$ cat src/rtl/load_store_unit.sv
// rtl/load_store_unit.sv - RV32I load/store unit: one registered request per access to a variable-latency data memory
module load_store_unit #(
   parameter int TIMEOUT = 255
) (
   input  logic        clk,
   input  logic        rst,
   input  logic        load,
   input  logic        store,
   input  logic [2:0]  fun3,
   input  logic [31:0] addr,
   input  logic [31:0] store_data,
   output logic [31:0] load_data,
   output logic        stall,
   output logic        fault,
   output logic        mem_req,
   output logic        mem_we,
   output logic [31:0] mem_addr,
   output logic [31:0] mem_wdata,
   output logic [3:0]  mem_wmask,
   input  logic        mem_ready,
   input  logic [31:0] mem_rdata
);

   localparam int CW = (TIMEOUT > 1) ? $clog2(TIMEOUT) : 1;
   localparam logic [CW-1:0] CNT_LAST = CW'(TIMEOUT - 1);

   typedef enum logic [1:0] {IDLE, REQ, DONE} state_t;

   state_t        state;
   state_t        state_nx;
   logic [CW-1:0] cnt;
   logic [1:0]    off_q;
   logic [2:0]    fun3_q;

   logic          fun3_ok;
   logic          aligned;
   logic          access_ok;
   logic          issue;
   logic          bad;
   logic          complete;
   logic          expire;
   logic [3:0]    lane_mask;
   logic [31:0]   lane_data;
   logic [31:0]   shifted;
   logic [31:0]   ext_data;

   // Loads accept every size/sign code except x11; stores only the three signed sizes.
   assign fun3_ok   = store ? (~fun3[2] & (fun3[1:0] != 2'b11)) : (fun3[1:0] != 2'b11);
   assign access_ok = (load ^ store) & fun3_ok & aligned;

   always_comb begin
      aligned = 1'b0;
      case (fun3[1:0])
         2'b00:   aligned = 1'b1;
         2'b01:   aligned = ~addr[0];
         2'b10:   aligned = (addr[1:0] == 2'b00);
         default: aligned = 1'b0;
      endcase
   end

   always_comb begin
      lane_mask = 4'b1111;
      lane_data = store_data;
      case (fun3[1:0])
         2'b00: begin
            lane_mask = 4'b0001 << addr[1:0];
            lane_data = {4{store_data[7:0]}};
         end
         2'b01: begin
            lane_mask = 4'b0011 << addr[1:0];
            lane_data = {2{store_data[15:0]}};
         end
         default: ;
      endcase
   end

   // Word loads always have a zero offset, so the shifted word is the read word itself.
   assign shifted = mem_rdata >> {off_q, 3'b000};

   always_comb begin
      ext_data = shifted;
      case (fun3_q)
         3'b000:  ext_data = {{24{shifted[7]}}, shifted[7:0]};
         3'b100:  ext_data = {24'h000000, shifted[7:0]};
         3'b001:  ext_data = {{16{shifted[15]}}, shifted[15:0]};
         3'b101:  ext_data = {16'h0000, shifted[15:0]};
         default: ext_data = shifted;
      endcase
   end

   always_comb begin
      state_nx = state;
      stall    = 1'b0;
      issue    = 1'b0;
      bad      = 1'b0;
      complete = 1'b0;
      expire   = 1'b0;
      case (state)
         IDLE: begin
            if (access_ok) begin
               issue    = 1'b1;
               stall    = 1'b1;
               state_nx = REQ;
            end else if (load | store) begin
               bad = 1'b1;
            end
         end
         REQ: begin
            stall = 1'b1;
            if (mem_ready) begin
               complete = 1'b1;
               state_nx = DONE;
            end else if (cnt == CNT_LAST) begin
               expire   = 1'b1;
               state_nx = DONE;
            end
         end
         DONE:    state_nx = IDLE;
         default: state_nx = IDLE;
      endcase
   end

   always_ff @(posedge clk) begin
      if (rst) begin
         state     <= IDLE;
         cnt       <= '0;
         off_q     <= 2'b00;
         fun3_q    <= 3'b000;
         mem_req   <= 1'b0;
         mem_we    <= 1'b0;
         mem_addr  <= 32'h0;
         mem_wdata <= 32'h0;
         mem_wmask <= 4'b0000;
         load_data <= 32'h0;
         fault     <= 1'b0;
      end else begin
         state <= state_nx;
         fault <= bad | expire;
         if (issue) begin
            mem_req   <= 1'b1;
            mem_we    <= store;
            mem_addr  <= {addr[31:2], 2'b00};
            mem_wdata <= store ? lane_data : 32'h0;
            mem_wmask <= store ? lane_mask : 4'b0000;
            off_q     <= addr[1:0];
            fun3_q    <= fun3;
            cnt       <= '0;
         end else if (complete) begin
            mem_req <= 1'b0;
            if (!mem_we) begin
               load_data <= ext_data;
            end
         end else if (expire) begin
            mem_req   <= 1'b0;
            load_data <= 32'h0;
         end else if (state == REQ) begin
            cnt <= cnt + 1'b1;
         end
      end
   end

endmodule

$ cat config.mk
export PLATFORM = sky130hd
export DESIGN_NAME = load_store_unit
export DESIGN_NICKNAME = d
export VERILOG_FILES = /design/src/rtl/load_store_unit.sv
export SDC_FILE = /design/constraint.sdc
export NUM_CORES = 1
export LEC_CHECK = 0
export ABC_AREA = 1
export BUFFER_PORTS_ARGS = -buffer_cell sky130_fd_sc_hd__buf_4
export CORE_MARGIN = 2
export CORE_UTILIZATION = 49
export DETAILED_ROUTE_END_ITERATION = 16
export PLACE_DENSITY = 0.79
export SLEW_MARGIN = 5
export SYNTH_ARGS = -nofsm -noshare
export SYNTH_HDL_FRONTEND = slang
export SYNTH_SLANG_ARGS = --single-unit
$ cat constraint.sdc
create_clock -name clk -period 2.1 [get_ports clk]
set_input_delay 0 -clock clk [delete_from_list [all_inputs] [get_ports clk]]
set_output_delay 0 -clock clk [all_outputs]
set_load 0.05 [all_outputs]
==> metrics.md, run 1 <==
| Metric | Value |
|---|---|
| Outcome | `finished, final reports clean` |
| Pleak | `between 4 and 5 nW` |
| Fmax | `480 MHz` |
| CP Cell Sequence | `dlygate4sd3_1 -> buf_6 -> inv_4 -> a21oi_2 -> nor2_1 -> dlygate4sd3_1 -> nor2_1 -> dlygate4sd3_1 -> o21ai_0` |
| Critical path capture point type | `flop` |
| Die Y | `about 110 µm` |
| Multi-input gate area | `2620 µm²` |
| Port bufs | `between 200 and 250` |
| Final ANT Viol Nets | `0` |
| Worst setup margin | `0.0146 ns` |
| Longest Clk Path Bufs | `2` |
| Post-synth cell types | `34` |
| Layout cell share with drive strength beyond 1 | `around a quarter` |
| Yosys warns | `0` |
| Starting Density | `50.2%` |
| Slew headroom | `a little over half` |
| CTS root buf | `clkbuf_8` |
| Part of the Yosys area used for sequential elements | `42.7%` |
| Hold WC Path Type | `in2reg` |
| CTS tree | `done` |
| Required time of the critical path | `~2.5 ns` |
| Die Width | `about 110 µm` |
| GRT Total Usage | `between 30% and 40%` |
| Clock Skew | `between 0.01 and 0.015 ns` |
| Total wire length | `20600 µm` |
| Dpl ws | `0.297 ns` |
| Via count | `around 7000` |
| Final period util | `99.3%` |
| Filler-free cell count of the finished design | `about 1300` |
| Delay-heaviest family, CP | `buffers and inverters` |
| Max stage delay on crit path | `~0.60 ns` |
| Fin util | `between 80% and 90%` |
| Setup tns final | `0 ns` |
| Slowest cell on the critical path | `dlygate4sd3_1` |
| Synthesized instance count | `790` |
| Cell mode on critical path | `dlygate4sd3_1` |
| FF/Latch Area | `2320 µm²` |
| HPWL after DPL | `10800 µm` |
| Largest net degree at the start of global routing | `63` |
| First-pass GRT wire length | `about 32000 µm` |
| Clk sinks | `116` |
| Cell Pwr Density | `about 750 nW/µm²` |
| Final setup violation count | `0` |
| Fill cell count | `between 600 and 700` |
| Remaining global-route overflow | `0` |
| Cell Area, Synth | `approximately 5400 µm²` |
| Number of global-route vias before repair | `6643` |
| Hold Violations, Final | `0` |
| Clk_lat worst skew | `between 0.5 and 0.6 ns` |
| Clock buffer count from CTS | `17` |
| Mean Syn Cell Area | `about 7 µm²` |
| Placed cell count | `~1100` |
| Initial antenna violation count | `0` |
| DRC viols | `0` |
| H-Tree Depth | `4` |
| Fin crit period | `about 2.1 ns` |
| Via density | `approximately 5.4` |
| Total core area | `approximately 11000 µm²` |
| Type of the worst setup path | `in2reg` |
| Detailed Routing Iterations Pass 1 | `5` |
| Startpoint types | `primary input` |
| Die footprint | `about 12000 µm²` |
| Worst path bufs/invs | `5` |
| Antenna diodes | `0` |
| IO Count | `208` |
| Reg clk slew, reported paths | `around 0.060 ns` |
| Area Overhead vs Synth | `63.5%` |
| CP Data Arrival Time | `~2.5 ns` |
| Worst slew pin tran | `0.688 ns` |
| Row count | `38` |
| Max Fanout on Critical Path | `19` |
| Wire per inst | `16.3 µm` |
| Final slew viol count | `0` |
| Max IR drop VDD | `between 0.0006 and 0.0007 V` |
| # nets final | `between 1000 and 1500` |
| Placer Congestion | `roughly 0.83` |
| #FFs+latches synth | `roughly 120` |
| Max-capacitance violation count | `0` |
| Pwr Total | `roughly 6.6 mW` |
| Initial DRC Count | `around 600` |
[kinds of logic (layout without fill, tap and decap cells)]
logic type      count (synthesis)  after routing  synth area share, %
flops                         116            116                 42.7
compound gates                161            161                 16.3
mux                             3              3                0.552
simple gates                  395            395                 30.0
xor+xnor                        1              1                0.161
other cells                     1              2               0.0689
fa+ha+maj                       3              3                0.690
buf+inv                       110            444                 9.49
[tightest hold or removal path, delay by kind of cell]
kind | cells | cell delay [ns]
buffers and inverters | 1 | 0.12
AO/OA/AOI/OAI | 2 | 0.13
AND/OR/NAND/NOR | 4 | 0.24
[layer usage]
layer / vias to the layer above / routed length (µm) / track usage [%]
li1: 3182 / - / -
met1: 3129 / 7520 / 36.8
met2: 429 / 10300 / 60.2
met3: 109 / 1790 / 9.07
met4: 0 / 986 / 17.8
met5: - / 0 / 0
[cell usage after synthesis]
library cell  count  area share [%]
a211oi_2          1            0.23
a21oi_1          85             7.8
and3_1            1            0.11
buf_1             1           0.069
buf_2            14             1.3
buf_4            13             1.8
buf_6             5             1.0
clkbuf_1         19             1.3
conb_1            1           0.069
dfxtp_1         116              43
ha_1              3            0.69
inv_1            54             3.7
inv_2             4            0.28
mux2i_1           3            0.55
nand2_1         271              19
nand2_2           5            0.57
nand3_1          53             4.9
nand3_2           3            0.55
nand3b_1          1            0.14
nand4_1           1            0.11
nor2_1           42             2.9
nor2_2            3            0.34
nor2_4            1            0.21
nor3_1            8            0.74
nor3_2            1            0.18
o211ai_1          7            0.97
o21ai_0          16             1.5
o21ai_1          32             2.9
o21ai_2          10             1.6
o21bai_1          7            0.97
o22ai_1           3            0.34
or2_2             4            0.46
or2_4             1            0.16
xor2_1            1            0.16
[registers in the layout (all words and copies together) (netlist names)]
name and count:
load_data 32, mem_wdata 32, mem_addr 30, cnt 8
mem_wmask 4, fun3_q 3, off_q 2, state 2
fault 1, mem_req 1, mem_we 1
[report_power, final]
part           internal, mW  total (mW)  switching (mW)
Sequential             2.30        2.36          0.0666
Clock                  1.60        2.76            1.16
Combinational         0.605        1.51           0.900
[worst paths after layout]
check	cells after the start	slack [ns]	from	endpoint
max	9	0.01	fun3[1]	mem_wmask[1]
min	7	0.03	mem_rdata[26]	load_data[26]
max reg2reg	8	0.15	off_q[1]	load_data[14]
min reg2reg	2	0.45	mem_addr[2]	mem_addr[2]
[layout make-up]
class	count	share of cell area, %
clock buffer	17	4.65
timing repair buffer	354	33.8
sequential	116	26.1
clock inverter	15	1.64
tap	140	1.97
inverter	58	2.47
multi-input combinational	565	29.4
[placed cells by master (no fill, tap or decap), drive strengths merged]
cell and instances:
a211oi 1, a21oi 85, and3 1, buf 222, bufinv 1, clkbuf 17, clkinv 6, clkinvlp 1
conb 2, dfxtp 116, dlygate4sd3 132, ha 3, inv 65, mux2i 3, nand2 276, nand3 56
nand3b 1, nand4 1, nor2 46, nor3 9, o211ai 7, o21ai 58, o21bai 7, o22ai 3
or2 5, xor2 1
[repair_timing]
item / CTS / global route
gates resized for setup: 0 / 6
hold buffers: 132 / 0
hold endpoints to repair: 97 / 0
endpoints found under the setup margin: 0 / 14
buffers inserted: 0 / 4
[metrics by stage]
step	hold WS, ns	instance area [µm²]
2_1_floorplan	0.131	5450
3_3_place_gp	0.248	6970
3_5_place_dp	0.246	6970
4_1_cts	0.00210	8850
5_1_grt	0.0637	8900
6_report	0.0341	8900
No activity file was read; power rests on OpenSTA's default activity.
==> run 2, diff against run 1 <==
Settings changed: CTS_CLUSTER_DIAMETER set to 50, PLACE_DENSITY 0.79 to 0.8.
==> run 2 against run 1 <==
Effect of this change:
- clock power rose by 13%
- total power rose by 5.2%
- non-clock buffer count fell by 11
- global-route usage rose by 1.5 points
- die area did not move
- highest routed layer is now met5
- wire length rose by 1.4%
==> metrics.md, run 2 (same netlist as run 1, synthesis figures left out) <==
| Metric | Value |
|---|---|
| Cell Pwr Density | `around 790 nW/µm²` |
| Starting Density | `between 50% and 60%` |
| Type of the worst setup path | `in2reg` |
| Final setup violation count | `0` |
| Hold Violations, Final | `0` |
| R2R cell count | `9` |
| Initial antenna violation count | `1` |
| Dpl ws | `roughly 0.34 ns` |
| Worst r2r src | `off_q[0]` |
| Clk sinks | `between 100 and 150` |
| Met2 global-route usage | `roughly three fifths` |
| Fill cell count | `roughly 660` |
| Top Usage Layer GRT | `met2` |
| Via density | `5.45` |
| Fin crit period | `approximately 2.0 ns` |
| Critical path capture point type | `flop` |
| Unrepaired setup endpoints after global routing | `false` |
| Clk_lat worst skew | `approximately 0.52 ns` |
| DRC viols | `0` |
| Met1 Resource Use GR | `between 30% and 40%` |
| Total wire length | `20800 µm` |
| Hold endpoint | `load_data[14]` |
| Outcome | `finished, final reports clean` |
| Setup tns final | `0 ns` |
| Initial DRC Count | `500` |
| Detailed Routing Iterations Pass 1 | `6` |
| Hold WC Path Type | `in2reg` |
| Clock Skew | `0.00998 ns` |
| Reg clk slew, reported paths | `0.06 ns` |
| M3 GR Usage | `11.6%` |
| Number of global-route vias before repair | `6844` |
| Largest registers | `load_data (32), mem_wdata (32), mem_addr (30)` |
| Filler-free cell count of the finished design | `between 1000 and 1500` |
| CP Data Arrival Time | `~2.4 ns` |
| Fmax | `around 500 MHz` |
| GRT Total Usage | `~35%` |
| First-pass GRT wire length | `32800 µm` |
| Placed cell count | `about 1100` |
| H-Tree Depth | `4` |
| Final period util | `between 90% and 100%` |
| Die Y | `between 100 and 150 µm` |
| Longest Clk Path Bufs | `2` |
| Wire per inst | `roughly 17 µm` |
| Worst slew pin tran | `around 0.65 ns` |
| Die Width | `about 110 µm` |
| Die footprint | `roughly 12000 µm²` |
| Internal reg-to-reg setup slack | `0.13 ns` |
| HPWL after DPL | `roughly 11000 µm` |
| Worst setup margin | `~0.11 ns` |
| Area Overhead vs Synth | `62.7%` |
| Postcts setup bufs | `0` |
| Most frequent cells in the layout | `nand2_1, buf_4, dlygate4sd3_1` |
| Row count | `38` |
| Max-capacitance violation count | `0` |
| FF-to-FF End | `load_data[8]` |
| # nets final | `between 1000 and 1500` |
| Total core area | `~11000 µm²` |
| CTS tree | `done` |
| Antenna diodes | `0` |
| Hold path start | `mem_rdata[30]` |
| Pwr Total | `between 6 and 7 mW` |
| CTS root buf | `clkbuf_8` |
| Via count | `6830` |
| Slew headroom | `56.5%` |
| Port bufs | `205` |
| Max Fanout on Critical Path | `19` |
| Largest net degree at the start of global routing | `between 60 and 70` |
| Layout cell share with drive strength beyond 1 | `between 20% and 30%` |
| IO Count | `about 210` |
| Clock buffer count from CTS | `17` |
| Final hold slack | `approximately 0.019 ns` |
| Placer Congestion | `0.829` |
| Final slew viol count | `0` |
| Startpoint types | `primary input` |
| Required time of the critical path | `2.51 ns` |
| Hold depth | `7` |
| Commonest non-fill, non-tap cell in the layout | `nand2_1` |
| Max IR drop VDD | `roughly 0.00079 V` |
| Pleak | `4.04 nW` |
| Final ANT Viol Nets | `0` |
| Remaining global-route overflow | `0` |
-- run 2: cell count changes in the layout (fill, tap and decap cells not counted), sizes merged --
cell	change
clkbuf	+6
clkinv	-3
bufinv	+4
buf	-3
clkinvlp	+1
inv	-8
dlygate4sd3	-8
-- run 2: power breakdown --
group | internal, mW | switching, mW
sequential | 2.30 | 0.0603
clock | 2.11 | 1.02
combinational | 0.591 | 0.902
-- run 2: area by class of cell --
type                    instances  area (µm²)  area share, %
inverters                      58         218           2.46
clock buffers                  23         457           5.16
well taps                     140         175           1.98
clock inverters                 9         175           1.98
repair buffers                343        2900           32.7
flip-flops and latches        116        2320           26.2
multi-input cells             565        2610           29.5
-- run 2: per-layer routing --
metal | vias up | routed length, µm | part of all wire [%]
li1 | 3161 | - | -
met1 | 3068 | 7280 | 35
met2 | 452 | 10100 | 49
met4 | 2 | 1500 | 7.2
met3 | 147 | 1930 | 9.2
met5 | - | 7 | 0.034
-- run 2: what timing repair did --
item                                   4_1_cts  5_1_grt
hold buffers                               124        0
endpoints found under the hold margin       99        0
gates resized for setup                      0        1
setup endpoints to repair                    0        2
-- run 2: through the flow --
| step | util (%) | instance area [µm²] |
|---|---|---|
| 6_report | 81.7 | 8860 |
| 5_1_grt | 81.7 | 8860 |
| 4_1_cts | 81.7 | 8850 |
| 3_5_place_dp | 64.4 | 6980 |
| 3_3_place_gp | 64.4 | 6980 |
| 2_1_floorplan | - | 5450 |
-- run 2: critical path, cell delays in order --
cell	delay (ns)
dlygate4sd3_1	0.55
buf_4	0.22
inv_2	0.31
nand2_2	0.24
o22ai_1	0.27
o21bai_1	0.14
dlygate4sd3_1	0.60
o21ai_2	0.06
-- run 2: how the worst max path moves through the flow --
stage                     startpoint             to  slack, ns  cells after the start
after floorplan               cnt[0]  load_data[22]       0.59                     11
after global placement         store         cnt[4]       0.37                     10
after detailed placement       store         cnt[4]       0.34                     10
after CTS                    fun3[1]  mem_wdata[24]       0.17                      8
after global routing        off_q[0]   load_data[8]       0.01                      9
final                        fun3[1]  mem_wdata[24]       0.11                      8
==> run 3, diff against run 2 <==
Settings changed: CELL_PAD_IN_SITES_DETAIL_PLACEMENT set to 1, CELL_PAD_IN_SITES_GLOBAL_PLACEMENT set to 2, CORE_UTILIZATION 49 to 25, PLACE_DENSITY 0.8 to unset, PLACE_DENSITY_LB_ADDON set to 0.1, REMOVE_ABC_BUFFERS set to 1.
==> run 3 against run 2 <==
Effect of this change:
- global-route usage fell by 18 points
- die area is 92% higher
- clock skew down 0.00071 ns
- count of clock-buffer cells in the layout is 4 lower
- total power decreased by 0.71%
==> metrics.md, run 3 (same netlist as run 1, synthesis figures left out) <==
| Metric | Value |
|---|---|
| Fmax | `between 500 and 600 MHz` |
| First-pass GRT wire length | `around 32000 µm` |
| CTS root buf | `clkbuf_16` |
| Die Width | `152 µm` |
| P_int | `4.87 mW` |
| Switching share of total power | `between 20% and 30%` |
| Via count | `roughly 6000` |
| DRC viols | `0` |
| DR WL met3 | `between 1000 and 1500 µm` |
| DR top layer | `met4` |
| Largest net degree at the start of global routing | `64` |
| Placer Congestion | `about 0.74` |
| Pleak | `a little under 4 nW` |
| Outcome | `finished, final reports clean` |
| Commonest non-fill, non-tap cell in the layout | `nand2_1` |
| Port bufs | `205` |
| Layout cell share with drive strength beyond 1 | `between 20% and 30%` |
| Worst setup margin | `approximately 0.31 ns` |
| # nets final | `around 1200` |
| Startpoint types | `primary input` |
| Type of the worst setup path | `in2out` |
| Dpl ws | `approximately 0.23 ns` |
| Met2 WL | `9660 µm` |
| Initial antenna violation count | `0` |
| Reg power frac | `34.0%` |
| Max IR drop VDD | `roughly 0.00053 V` |
| Max stage delay on crit path | `~0.55 ns` |
| Post-Route M1 WL | `between 8000 and 9000 µm` |
| Remaining global-route overflow | `0` |
| Worst slew pin tran | `slightly above 0.7 ns` |
| Pwr Total | `6.93 mW` |
| Longest Clk Path Bufs | `2` |
| Die Y | `152 µm` |
| Row count | `53` |
| Final ANT Viol Nets | `0` |
| Initial DRC Count | `223` |
| Via density | `~4.5` |
| Slew headroom | `roughly 53%` |
| Wire per inst | `around 15 µm` |
| H-Tree Depth | `4` |
| Most frequent cells in the layout | `nand2_1, buf_4, dfxtp_1` |
| Cell Pwr Density | `813 nW/µm²` |
| Die footprint | `23000 µm²` |
| Total core area | `around 21000 µm²` |
| Final setup violation count | `0` |
| Clk sinks | `116` |
| IO Count | `between 200 and 250` |
| Critical path capture point type | `output pin` |
| Comb pwr share | `between 10% and 20%` |
| # hold bufs at CTS | `slightly below 70` |
| Final period util | `between 80 and 90%` |
| Max-capacitance violation count | `0` |
| Postcts setup bufs | `0` |
| Clock buffer count from CTS | `17` |
| CP Cell Sequence | `dlygate4sd3_1 -> buf_4 -> or2_4 -> o21ai_2 -> nand3_2 -> buf_12 -> nand2_1 -> buf_4` |
| Largest registers | `load_data (32), mem_wdata (32), mem_addr (30)` |
| Hold Violations, Final | `0` |
| CTS tree | `done` |
| Unrepaired setup endpoints after global routing | `false` |
| Fin crit period | `1.79 ns` |
| Slowest cell on the critical path | `dlygate4sd3_1` |
| Max Fanout on Critical Path | `63` |
| Clock Skew | `0.00927 ns` |
| Hold WC Path Type | `in2reg` |
| Starting Density | `25.7%` |
| CP Data Arrival Time | `about 1.8 ns` |
| Number of global-route vias before repair | `6199` |
| Post-CTS resize count | `0` |
| Reg clk slew, reported paths | `roughly 0.060 ns` |
| Sw Pwr | `between 2 and 2.5 mW` |
| Final hold slack | `around 0.021 ns` |
| Required time of the critical path | `around 2.1 ns` |
| Total wire length | `around 20000 µm` |
| Detailed Routing Iterations Pass 1 | `5` |
| GRT Total Usage | `between 10% and 20%` |
| Antenna diodes | `0` |
| Setup tns final | `0 ns` |
| Cell mode on critical path | `buf_4` |
| Fin util | `40.2%` |
| HPWL after DPL | `roughly 13000 µm` |
| Final slew viol count | `0` |
| Area Overhead vs Synth | `56.6%` |
| Clock power frac | `a little under half` |
| Clk_lat worst skew | `about 0.42 ns` |
-- run 3: final cells by class --
cell class | instances | area (µm²)
fill | 2655 | 12700
multi-input combinational | 565 | 2610
timing repair buffer | 291 | 2380
sequential | 116 | 2320
clock buffer | 19 | 453
tap | 275 | 344
inverter | 58 | 218
clock inverter | 13 | 195
-- run 3: path summary, 6_finish.rpt --
path | start | to | slack [ns] | cells past startpoint
setup / recovery | addr[1] | stall | 0.31 | 8
hold / removal | mem_rdata[5] | load_data[5] | 0.02 | 5
setup reg to reg | cnt[0] | load_data[29] | 0.34 | 11
hold reg to reg | mem_addr[21] | mem_addr[21] | 0.44 | 2
-- run 3: per-layer routing --
metal  vias to the layer above  GRT usage, %
met5                         -             0
met4                         0          4.72
met3                        13          4.97
met2                       139          31.0
met1                      2772          21.2
li1                       3056             -
-- run 3: worst max-delay path: cells and delay by family --
family          cells  cell delay, ns
buf+inv             4            1.12
simple gates        3            0.49
compound gates      1            0.16
-- run 3: power groups by stage --
stage                     clock, mW  sequential, mW  combinational [mW]
after floorplan                   0            2.70               0.424
after global placement            0            2.40                1.27
after detailed placement          0            2.40                1.27
after CTS                      3.31            2.36                1.38
after global routing           3.41            2.37                1.49
final                          3.21            2.36                1.36
-- run 3: per-stage QoR --
stage / instance area, µm² / instances
after floorplan: 5150 / 739
after detailed placement: 7190 / 1237
after global routing: 8520 / 1337
after CTS: 8520 / 1337
after global placement: 7190 / 1237
final: 8520 / 1337
